$ cat src/rtl/nr4sdm_seq_mult.sv
// nr4sdm_seq_mult: sequential signed 16x16 multiplier using NR4SD- recoding, one radix-4 digit per clock
module nr4sdm_seq_mult #(
  parameter int SKIP_ZERO = 1
) (
  input  logic        clk,
  input  logic        rst,
  input  logic        start,
  input  logic [15:0] x,
  input  logic [15:0] y,
  output logic        ready,
  output logic        busy,
  output logic        done,
  output logic [31:0] p
);
  typedef enum logic [1:0] {IDLE, RUN, DONE} state_t;
  state_t state, nxt;
  logic [15:0] xr, yr;
  logic [31:0] acc, sum;
  logic [2:0] j;
  logic signed [17:0] dig [8];
  logic signed [17:0] xs, pp;
  logic [7:0] nz;
  logic c, np, t, nm, rest_zero, fin;
  always_comb begin
    c = 1'b0;
    np = 1'b0;
    t = 1'b0;
    nm = 1'b0;
    for (int k = 0; k < 7; k++) begin
      np = yr[2*k] ^ c;
      t = yr[2*k] & c;
      nm = yr[2*k+1] ^ t;
      c = yr[2*k+1] | t;
      dig[k] = {17'd0, np} - {16'd0, nm, 1'b0};
    end
    dig[7] = {17'd0, c} + {17'd0, yr[14]} - {16'd0, yr[15], 1'b0};
    for (int k = 0; k < 8; k++) nz[k] = |dig[k];
  end
  assign xs = {{2{xr[15]}}, xr};
  assign pp = dig[j] * xs;
  assign sum = acc + ({{14{pp[17]}}, pp} << {j, 1'b0});
  assign rest_zero = ((nz >> j) >> 1) == 8'd0;
  assign fin = (j == 3'd7) || (SKIP_ZERO != 0 && rest_zero);
  always_ff @(posedge clk)
    if (rst) state <= IDLE;
    else state <= nxt;
  always_comb begin
    nxt = state == IDLE ? (start ? RUN : IDLE) : state == RUN ? (fin ? DONE : RUN) : IDLE;
    ready = state == IDLE;
    busy = state == RUN;
    done = state == DONE;
  end
  always_ff @(posedge clk) begin
    if (rst) begin
      acc <= '0;
      j <= '0;
      p <= '0;
      xr <= '0;
      yr <= '0;
    end else if (state == IDLE && start) begin
      xr <= x;
      yr <= y;
      acc <= '0;
      j <= '0;
    end else if (state == RUN) begin
      acc <= sum;
      j <= j + 3'd1;
      if (fin) p <= sum;
    end
  end
endmodule

$ cat config.mk
export PLATFORM = sky130hd
export DESIGN_NAME = nr4sdm_seq_mult
export DESIGN_NICKNAME = d
export VERILOG_FILES = /design/src/rtl/nr4sdm_seq_mult.sv
export SDC_FILE = /design/constraint.sdc
export NUM_CORES = 1
export LEC_CHECK = 0
export ABC_AREA = 1
export CAP_MARGIN = 20
export CORE_MARGIN = 2
export CORE_UTILIZATION = 40
export DETAILED_ROUTE_END_ITERATION = 12
export PLACE_DENSITY = 0.59
export REMOVE_ABC_BUFFERS = 1
export SYNTH_ARGS = -nofsm -noshare
export SYNTH_HDL_FRONTEND = slang
export SYNTH_SLANG_ARGS = --single-unit
$ cat constraint.sdc
create_clock -name clk -period 10.4 [get_ports clk]
set_input_delay 2.08 -clock clk [delete_from_list [all_inputs] [get_ports clk]]
set_output_delay 2.08 -clock clk [all_outputs]
set_load 0.02 [all_outputs]
# Yosys cells after proc, flatten, opt, wreduce, memory -nomap -nowiden
# Index checks and enable logic that the tools add are counted.
[totals]
regBits = 101
in_bits = 35
output_inout_bits = 35
wordCells = 71
[classes]
n_addsub = 11
multipliers = 1
magnitude_cmp = 1
eq_ne = 3
n_shift = 2
muxes = 7
n_bitwise = 26
reduce_logical = 14
[op_table]
columns = ["cell", "n"]
rows = [
  ["OR reduction 18 bit", 8],
  ["binary-select mux 18 bit (select 3 bit)", 1],
  ["two-way mux 18 bit", 2],
  ["adder 32 bit", 1],
  ["left shift 32 x 4 -> 32 bit", 1],
  ["subtractor 1 x 2 -> 3 bit", 7],
  ["multiplier 18 x 16 -> 18 bit", 1],
  ["bitwise XOR 1 bit", 12],
  ["zero test 8 bit", 1],
  [">> shifter 8 x 3 -> 8 bit", 1],
  ["bitwise AND 1 bit", 6],
  ["two-way mux 2 bit", 3],
  ["OR 1 bit", 6],
  [">= comparator 4 bit, second input constant", 1],
  ["NOT 3 -> 4 bit", 1],
  ["adder 3 x 1 -> 3 bit, second input constant", 1],
  ["== test 3 bit, second input constant", 1],
  ["AND reduction 3 bit", 1],
  ["subtractor 2 x 2 -> 3 bit", 1],
  ["adder 1 x 1 -> 2 bit", 1],
  ["== test 2 x 1 -> 1 bit, second input constant", 1],
  ["== test 2 bit, second input constant", 1],
  ["zero test 2 bit", 1],
  ["OR reduction 2 bit", 1],
  ["4 further kinds", 4],
]

# Logic depth before layout (Yosys ltp)
# Gate-level depths: netlist (run 1).
[depth]
depth_word = 21
mapped_depth = 79
ltp_nobuf = 78

# Worst setup path after synthesis (run 1)
# No wires, ideal clock.
[synth_timing]
path_type = "reg2reg"
startpoint = "register yr[2]"
endpoint = "register acc[26]"
setup_ps = 109
arrival_ps = 10178
required_ps = 10291
setup_slack_ps = 113
stages_incl_launch_ff = 70
path_buffers = 2
synth_period_minus_slack_ps = 10287
path_cell_list = "dfxtp_1 -> ha_1 -> inv_1 -> ha_1 -> inv_1 -> ha_1 -> inv_1 -> ha_1 -> inv_1 -> ha_1 -> inv_1 -> ha_1 -> inv_1 -> ha_1 -> inv_1 -> ha_1 -> inv_1 -> ha_1 -> [34 not listed] -> nor2_1 -> nand3_1 -> or2_2 -> a31oi_1 -> or2_2 -> nand2_1 -> nand2_1 -> o21ai_0 -> ha_1 -> nand2_1 -> nor2_1 -> nand2_1 -> o41ai_1 -> a21oi_1 -> xor2_1 -> nand2_1 -> nand2_1 -> inv_1"
[synth_via]
elab_chain_cells = 20
elab_cells_between_ends = 38
cone_classes = "9 x add/sub; 1 x mul; 1 x shift; 3 x mux; 24 x bitwise"
[synth_lines]
columns = ["item", "line_no", "text"]
rows = [
  ["start, declared", "17", "logic [15:0] xr, yr;"],
  ["start signal, assigned", "62", "yr <= y;"],
  ["bitwise AND 1 bit", "31", "t = yr[2*k] & c;"],
  ["OR 1 bit", "33", "c = yr[2*k+1] | t;"],
  ["bitwise AND 1 bit", "31", ""],
  ["OR 1 bit", "33", ""],
  ["bitwise AND 1 bit", "31", ""],
  ["OR 1 bit", "33", ""],
  ["bitwise AND 1 bit", "31", ""],
  ["OR 1 bit", "33", ""],
  ["[3 not listed]", "-", ""],
  ["OR 1 bit", "33", ""],
  ["adder 1 x 1 -> 2 bit", "36", "dig[7] = {17'd0, c} + {17'd0, yr[14]} - {16'd0, yr[15], 1'b0};"],
  ["subtractor 2 x 2 -> 3 bit", "36", ""],
  ["binary-select mux 18 bit (select 3 bit) *", "40", "assign pp = dig[j] * xs;"],
  ["two-way mux 18 bit (implied by the code) * (2 in a row)", "40", ""],
  ["multiplier 18 x 16 -> 18 bit *", "40", ""],
  ["left shift 32 x 4 -> 32 bit *", "41", "assign sum = acc + ({{14{pp[17]}}, pp} << {j, 1'b0});"],
  ["adder 32 bit *", "41", ""],
  ["end signal, assigned", "66", "acc <= sum;"],
  ["end, declared", "18", "logic [31:0] acc, sum;"],
]
# Mark *: on every way between the ends. The rest lies on a longest branch, timed or not. The select of a mux whose other input is x is not followed.
# A chain may end at the register's enable or synchronous reset.

# Worst setup path after layout (run 1)
[layout_timing]
startpoint = "register yr[1]"
endpoint = "register acc[26]"
# Same word-level chain as after synthesis.

==> results list, run 1 <==
- Outcome: finished, final reports clean
- Buffers added on ports: slightly below 70
* Worst setup SP type: flop
- Post-detailed-route count of antenna-violating nets: 0
- The analysis attributes to cell leakage a power of 0.00684 uW.
- By instance count, the leading cell after synthesis is nand2_1.
* Share of post-route cells with drive strength above 1: 0.263
- Setup violations remaining at the end of the flow were counted as 0.
- In the final timing run, aggregate negative setup slack is 0 ps.
* Post-synthesis register bit count: 101
* Maximum fanout along the worst path: 7
* Clock slew at the register clock pins of the worst setup and hold paths: around 80 ps
* Portion of the post-synthesis area used by sequential elements: 0.196
- No sink is reached through more buffers than the 2 on the longest clock path.
- Slowest cell delay on critical path: between 500 and 600 ps
* # IOs: 70
* Initial cell density of the core: 0.409
- Achievable clock frequency: 96.5 MHz
- Entering global routing, the biggest net connects 57 pins.
- In this run, synthesis inferred 0 flip-flops with an integrated enable.
- At the end of routability-driven placement, the weighted congestion stood at 0.947.
* TritonCTS Buffers: 9
* Placement row count: 58
* Summed instance area of the synthesized netlist: between 10,000 and 15,000 um^2
* Asr flop ratio synth: 0
* Average footprint of a synthesized cell: between 6 and 7 um^2
- The core region is approximately 25,000 um^2.
- The setup check on the worst reg-to-reg path leaves a slack of 30 ps.
- The largest individual stage delay along the critical path comes from the cell fa_1.
* Design Power: approximately 3300 uW
- Area of the die: between 20,000 and 30,000 um^2
* Worst reg2reg path endpoint: acc[26]
- Vias in the first global route: 9,929
- Once layout is complete, the utilization of the core stands at 0.560.
- Average wire length per cell after detail routing: 14.6 um
- Number of clock sinks: between 100 and 150
- Dominant cells by area after synthesis: dfxtp_1 (20%), fa_1 (13%), ha_1 (13%)
- Most repeated library cell on the critical path: inv_2
* Final antenna diode count: 0
- The final max-slew violation count was 0.
- Of the post-synthesis cell area, the dominant cell type holds 0.196.
* Final critical-path share of the clock period: 0.997
* Root Buffer Master: clkbuf_16
* Later-pin clock latency in the skew report: 370 ps
* Count of cell types in the netlist: 44
- First-pass GRT wire length: roughly 48,000 um
- Ys flop type: dfxtp_1
- Violation count after the first detailed-route iteration: 660
- Hold crit path type: flop to flop
- Arrival time at the worst endpoint: 10,640 ps
* Number of max-cap violations: 0
- The path with the worst hold slack has its endpoint at p[15].
* Worst hold slack across all endpoints: 462 ps
* Startpoint of the lowest-slack hold path: p[15]
- Synth Warn #: 0
* Synthesized instance count: 1,523
- For this block, the routed nets add up to 30,100 um of wire.
* Relative slew slack: 0.341
- Crit path capture type: flop
* Launch instance of the worst register-to-register path: yr[1]
- Total number of vias: 10.2k
- Most frequent cells after synthesis: nand2_1 (291), inv_1 (276), nor2_1 (192)
* Required time reported for the critical path endpoint: 10,670 ps
- Number of antenna violations at the first check in global routing: 0
* Synth-to-layout area growth: 36.8%
- CTS built an H-tree with a depth of 3.
- Setup repair after global routing missed its margin: yes
- For this run, design rule violations remaining after detail routing come to 0.
- For the pin with the worst max-slew slack, the measured transition is 982 ps.
* Worst VDD drop: about 0.13 mV
* Final hold violations: 0
- dfxtp_1 takes more of the synthesized area than any other cell.
* Kind of critical path: flop to flop
- In this run the vertical extent of the chip is 165 um.
- Overall die width: 165 um
- The pre-antenna-repair detailed-routing pass consisted of 5 iterations.
* Estimated wirelength of the detail-placed design: ~22,000 um
- The worst path in the final design needs a cycle of 10,370 ps, including I/O delays and setup.
* CTS tree: yes
* Post-layout nets: 1,930
- In this run the power density over the cells is 233 nW/um^2.
- Worst-case clock skew: 10.1 ps
* All-layer global routing usage: 0.221
* Number of vias per cell: 4.95
- The filler cells instantiated in the layout total 2,387.
- Worst Reg-to-Reg Cells: 71
- Number of stages on the worst hold path: 2
- Sum of overflow across all layers after global routing: 0
stage by stage:
stage,worst slack (ps),instances,area [um^2]
2_1_floorplan,254,1471,10100
3_3_place_gp,-492,2014,12300
3_5_place_dp,-605,2014,12300
4_1_cts,-27.5,2036,12800
5_1_grt,-428,2058,14100
6_report,32.8,2058,14100
what timing repair did:
item	in CTS	in global routing
gates cloned	0	1
gates resized for setup	48	276
buffers inserted	6	26
setup endpoints to repair	39	44
pin swaps	13	124
hold buffers	0	0
where the power goes:
part	internal, uW	switching [uW]
clock	169	183
combinational	1120	1390
sequential	412	18.3
total	1700	1590
area by class of cell:
class	count	area, um^2	area share
Multi-Input combinational cell	1088	8340	0.590
Tap cell	330	413	0.0292
Clock inverter	7	67.6	0.00478
Clock buffer	9	225	0.0159
Inverter	283	1070	0.0755
Timing Repair Buffer	240	2000	0.141
Sequential cell	101	2020	0.143
worst max-delay path, delay by kind of cell (launching register included):
kind,cells,cell delay [ps]
compound gates,9,1410
xor+xnor,3,460
fa+ha+maj,21,5070
buf+inv,23,1410
flops,1,330
simple gates,15,1530
worst max-delay path by stage:
stage / endpoint / depth (start not counted) / slack, ps / from
finish: acc[26] / 71 / 30 / yr[1]
global route: acc[26] / 74 / -430 / yr[1]
CTS: acc[29] / 69 / -30 / yr[2]
detailed placement: acc[29] / 72 / -610 / yr[2]
global placement: acc[29] / 72 / -490 / yr[2]
floorplan: acc[26] / 67 / 250 / yr[2]
cell families after synthesis:
group                      share of synthesized area
AOI/OAI and AO/OA                              0.129
xor gates and xnor gates                      0.0415
adders and majority gates                      0.259
buffers and inverters                          0.123
DFF                                            0.196
muxes                                        0.00484
and+or+nand+nor                                0.247
state kept, by name (all words and copies together), names as in the netlist:
name	flops
acc	32
p	32
xr	16
yr	16
j	3
state	2
routing by layer:
layer	routed length [um]	global-route usage	vias up
li1	-	-	5164
met4	423	0.0415	0
met1	14400	0.304	4781
met5	0	0	-
met2	14000	0.369	211
met3	1350	0.0331	39
placed cells by master, fill, tap and decap left out, types with 14 or more instances in the layout:
cell type / instances
o21ai_0: 73
nor2_2: 21
fa_1: 65
dfxtp_1: 99
nand2_1: 251
nor2_1: 161
inv_1: 246
ha_1: 67
a21oi_1: 79
o21ai_1: 26
nand3_2: 14
a21oi_2: 24
nand2_2: 44
inv_2: 34
buf_4: 165
xor2_1: 22
clkdlybuf4s50_1: 69
nand3_1: 67
ha_4: 34
Power figures use the tool's default switching activity.
==> run 2, diff against run 1 <==
--- a/config.mk
+++ b/config.mk
@@ -11,7 +11,6 @@
 export CORE_UTILIZATION = 40
 export DETAILED_ROUTE_END_ITERATION = 12
 export PLACE_DENSITY = 0.59
-export REMOVE_ABC_BUFFERS = 1
 export SYNTH_ARGS = -nofsm -noshare
 export SYNTH_HDL_FRONTEND = slang
 export SYNTH_SLANG_ARGS = --single-unit
==> results list, run 2 (synthesis gave the netlist of run 1 again) <==
* Outcome: finished, final reports clean
* Buffers added on ports: 69
- For the finished layout, the period the worst path requires is 10,140 ps.
- Drc violations: 0
* Post-layout nets: 1,943
- The first global-routing pass estimated 48,900 um of wire.
- The worst setup path is captured at a flop.
* Maximum number of pins on one net before global-route repair: 61
- For the final database, setup skew stands at around 13 ps.
* Multi-input gate area in the final layout: 8560 um^2
* Power density relative to cell area: about 250 nW/um^2
* CTS H-tree lvls: 3
- Post-synthesis net count: 1,730
* Highest-utilization routing layer at the global route stage: met2
* Pin slew with the least headroom to its limit: 1130 ps
* Startpoint of the lowest-slack hold path: p[8]
* Maximum fanout along the worst path: 6
- For this design the top-level I/O count stands at 70.
- CTS tree: yes
* Final antenna diode count: 0
* Launch instance of the worst register-to-register path: yr[1]
- Area of the die: 27,100 um^2
- Non-filler instance count after layout: 2,071
* Later-pin clock latency in the skew report: 370 ps
- Slowest cell delay on critical path: 650 ps
- Met3 GRT Util: 0.0274
* Finish-stage setup viols: 0
- The floorplan step set the die width to around 160 um.
- Flop-to-flop setup slack: 260 ps
- For met1 alone, demand over resource in global routing was 0.325.
- In this run the static leakage power is 0.00701 uW.
- The root buffer cell chosen for the clock tree is clkbuf_16.
- Violation count after the first detailed-route iteration: 563
* Vias in the first global route: 9,746
- In the finished design, the share of the clock period the worst path needs comes to 0.975.
- Buffers inserted during clock tree synthesis total 9.
* Placed cell count: 2,021
* Worst VDD drop: 0.149 mV
- Sum of overflow across all layers after global routing: 0
* Number of clock sinks: 101
- The most critical setup path has its startpoint at yr[1].
- Max-cap violations in this run came to 0.
- After filler insertion, the fill cell instance count of the layout stands at 2,335.
- Placement row count: 58
* Required time reported for the critical path endpoint: around 11,000 ps
* Synth-to-layout area growth: 40.8%
* Clk buf depth: 2
* Kind of critical path: flop to flop
- Routability congestion estimate: 0.955
- Clock slew at the register clock pins of the worst setup and hold paths: 80 ps
* Initial cell density of the core: 0.409
* Post-detailed-route count of antenna-violating nets: 0
- For this run, the share of the core covered by cells in the final layout is 0.576.
* Post-detailed-routing wire length: about 31,000 um
- For this run, the total global-route usage over all layers was measured as 0.227.
- For met2 alone, demand over resource in global routing was 0.371.
* Count of hold buffers inserted by post-cts repair: 0
- Total number of vias: 10.2k
* Top flop regs: acc x32, p x32
- Share of post-route cells with drive strength above 1: 0.286
- Worst hold slack across all endpoints: 468 ps
* Most repeated library cell on the critical path: inv_2
- Top library cells by usage in the layout, fill and taps aside: nand2_1 (247), inv_1 (236), buf_4 (162)
* Worst setup SP type: flop
- Hold crit path type: flop to flop
- For this run, the detailed router's first-pass iteration total came to 5.
- Placeable core region: 25,300 um^2
* Achievable clock frequency: 98.7 MHz
- STA puts the critical path data arrival time at between 10,000 and 15,000 ps.
- Setup repair after global routing missed its margin: yes
- Die height: 165 um
* Sum of negative setup slack: 0 ps
* Final Max Tran Viols: 0
- The slowest stage of the critical path belongs to the cell fa_2.
- Area taken by flip-flops and latches: 2020 um^2
- Leaving out fill and tap cells, the most frequent cell in the layout is nand2_1.
- The final count of hold timing violations is 0.
- Dividing the detail-routed wire length by the instance count gives 15.2 um.
* Relative slew slack: 0.245
- The number of antenna violations at the first check in global routing is 0.
- Estimated wirelength of the detail-placed design: 23,300 um
- In the routed layout, each cell is associated on average with a via count of 4.95.
[run 2: cell type report]
cell class                      count  area share
Sequential cell                   101       0.139
Timing Repair Buffer              253       0.150
Multi-Input combinational cell   1088       0.588
Clock inverter                      7     0.00464
Tap cell                          330      0.0284
Inverter                          283      0.0735
Clock buffer                        9      0.0155
[run 2: critical path, delay by kind of cell, from the launching register on]
kind	cells	cell delay, ps
adder cells (fa/ha/maj)	21	5140
AND/OR/NAND/NOR	23	2020
buffers and inverters	24	1400
AO/OA/AOI/OAI	5	810
flip-flops	1	340
XOR/XNOR	2	290
[run 2: power breakdown]
part | leakage, uW | total (uW) | internal (uW) | switching, uW
clock network | 0.000139 | 355 | 169 | 186
logic | 0.00604 | 2820 | 1290 | 1540
registers | 0.000826 | 431 | 412 | 19.8
total | 0.00701 | 3610 | 1870 | 1740
[run 2: routing by layer]
metal / wire (um) / vias to the layer above
met3: 1340 / 31
met4: 452 / 0
met2: 14600 / 213
li1: - / 5203
met1: 15000 / 4800
met5: 0 / -
[run 2: per-stage QoR]
stage	area (um^2)	setup WS (ps)	total power [uW]
floorplan	10300	113	1590
global placement	12400	-376	2390
detailed placement	12400	-552	2400
CTS	13100	-3.60	2910
global route	14500	-237	3880
finish	14500	263	3610
[run 2: timing repair]
item                       CTS  global route
gates cloned                 1             0
resized for setup           76           320
setup buffers                9            26
setup endpoints to repair   39            44
pin swaps                   33           153
[run 2: path summary, 6_finish.rpt]
check / to / cells after the start
min: p[8] / 2
min reg2reg: p[8] / 2
max reg2reg: acc[28] / 75
max: acc[28] / 75
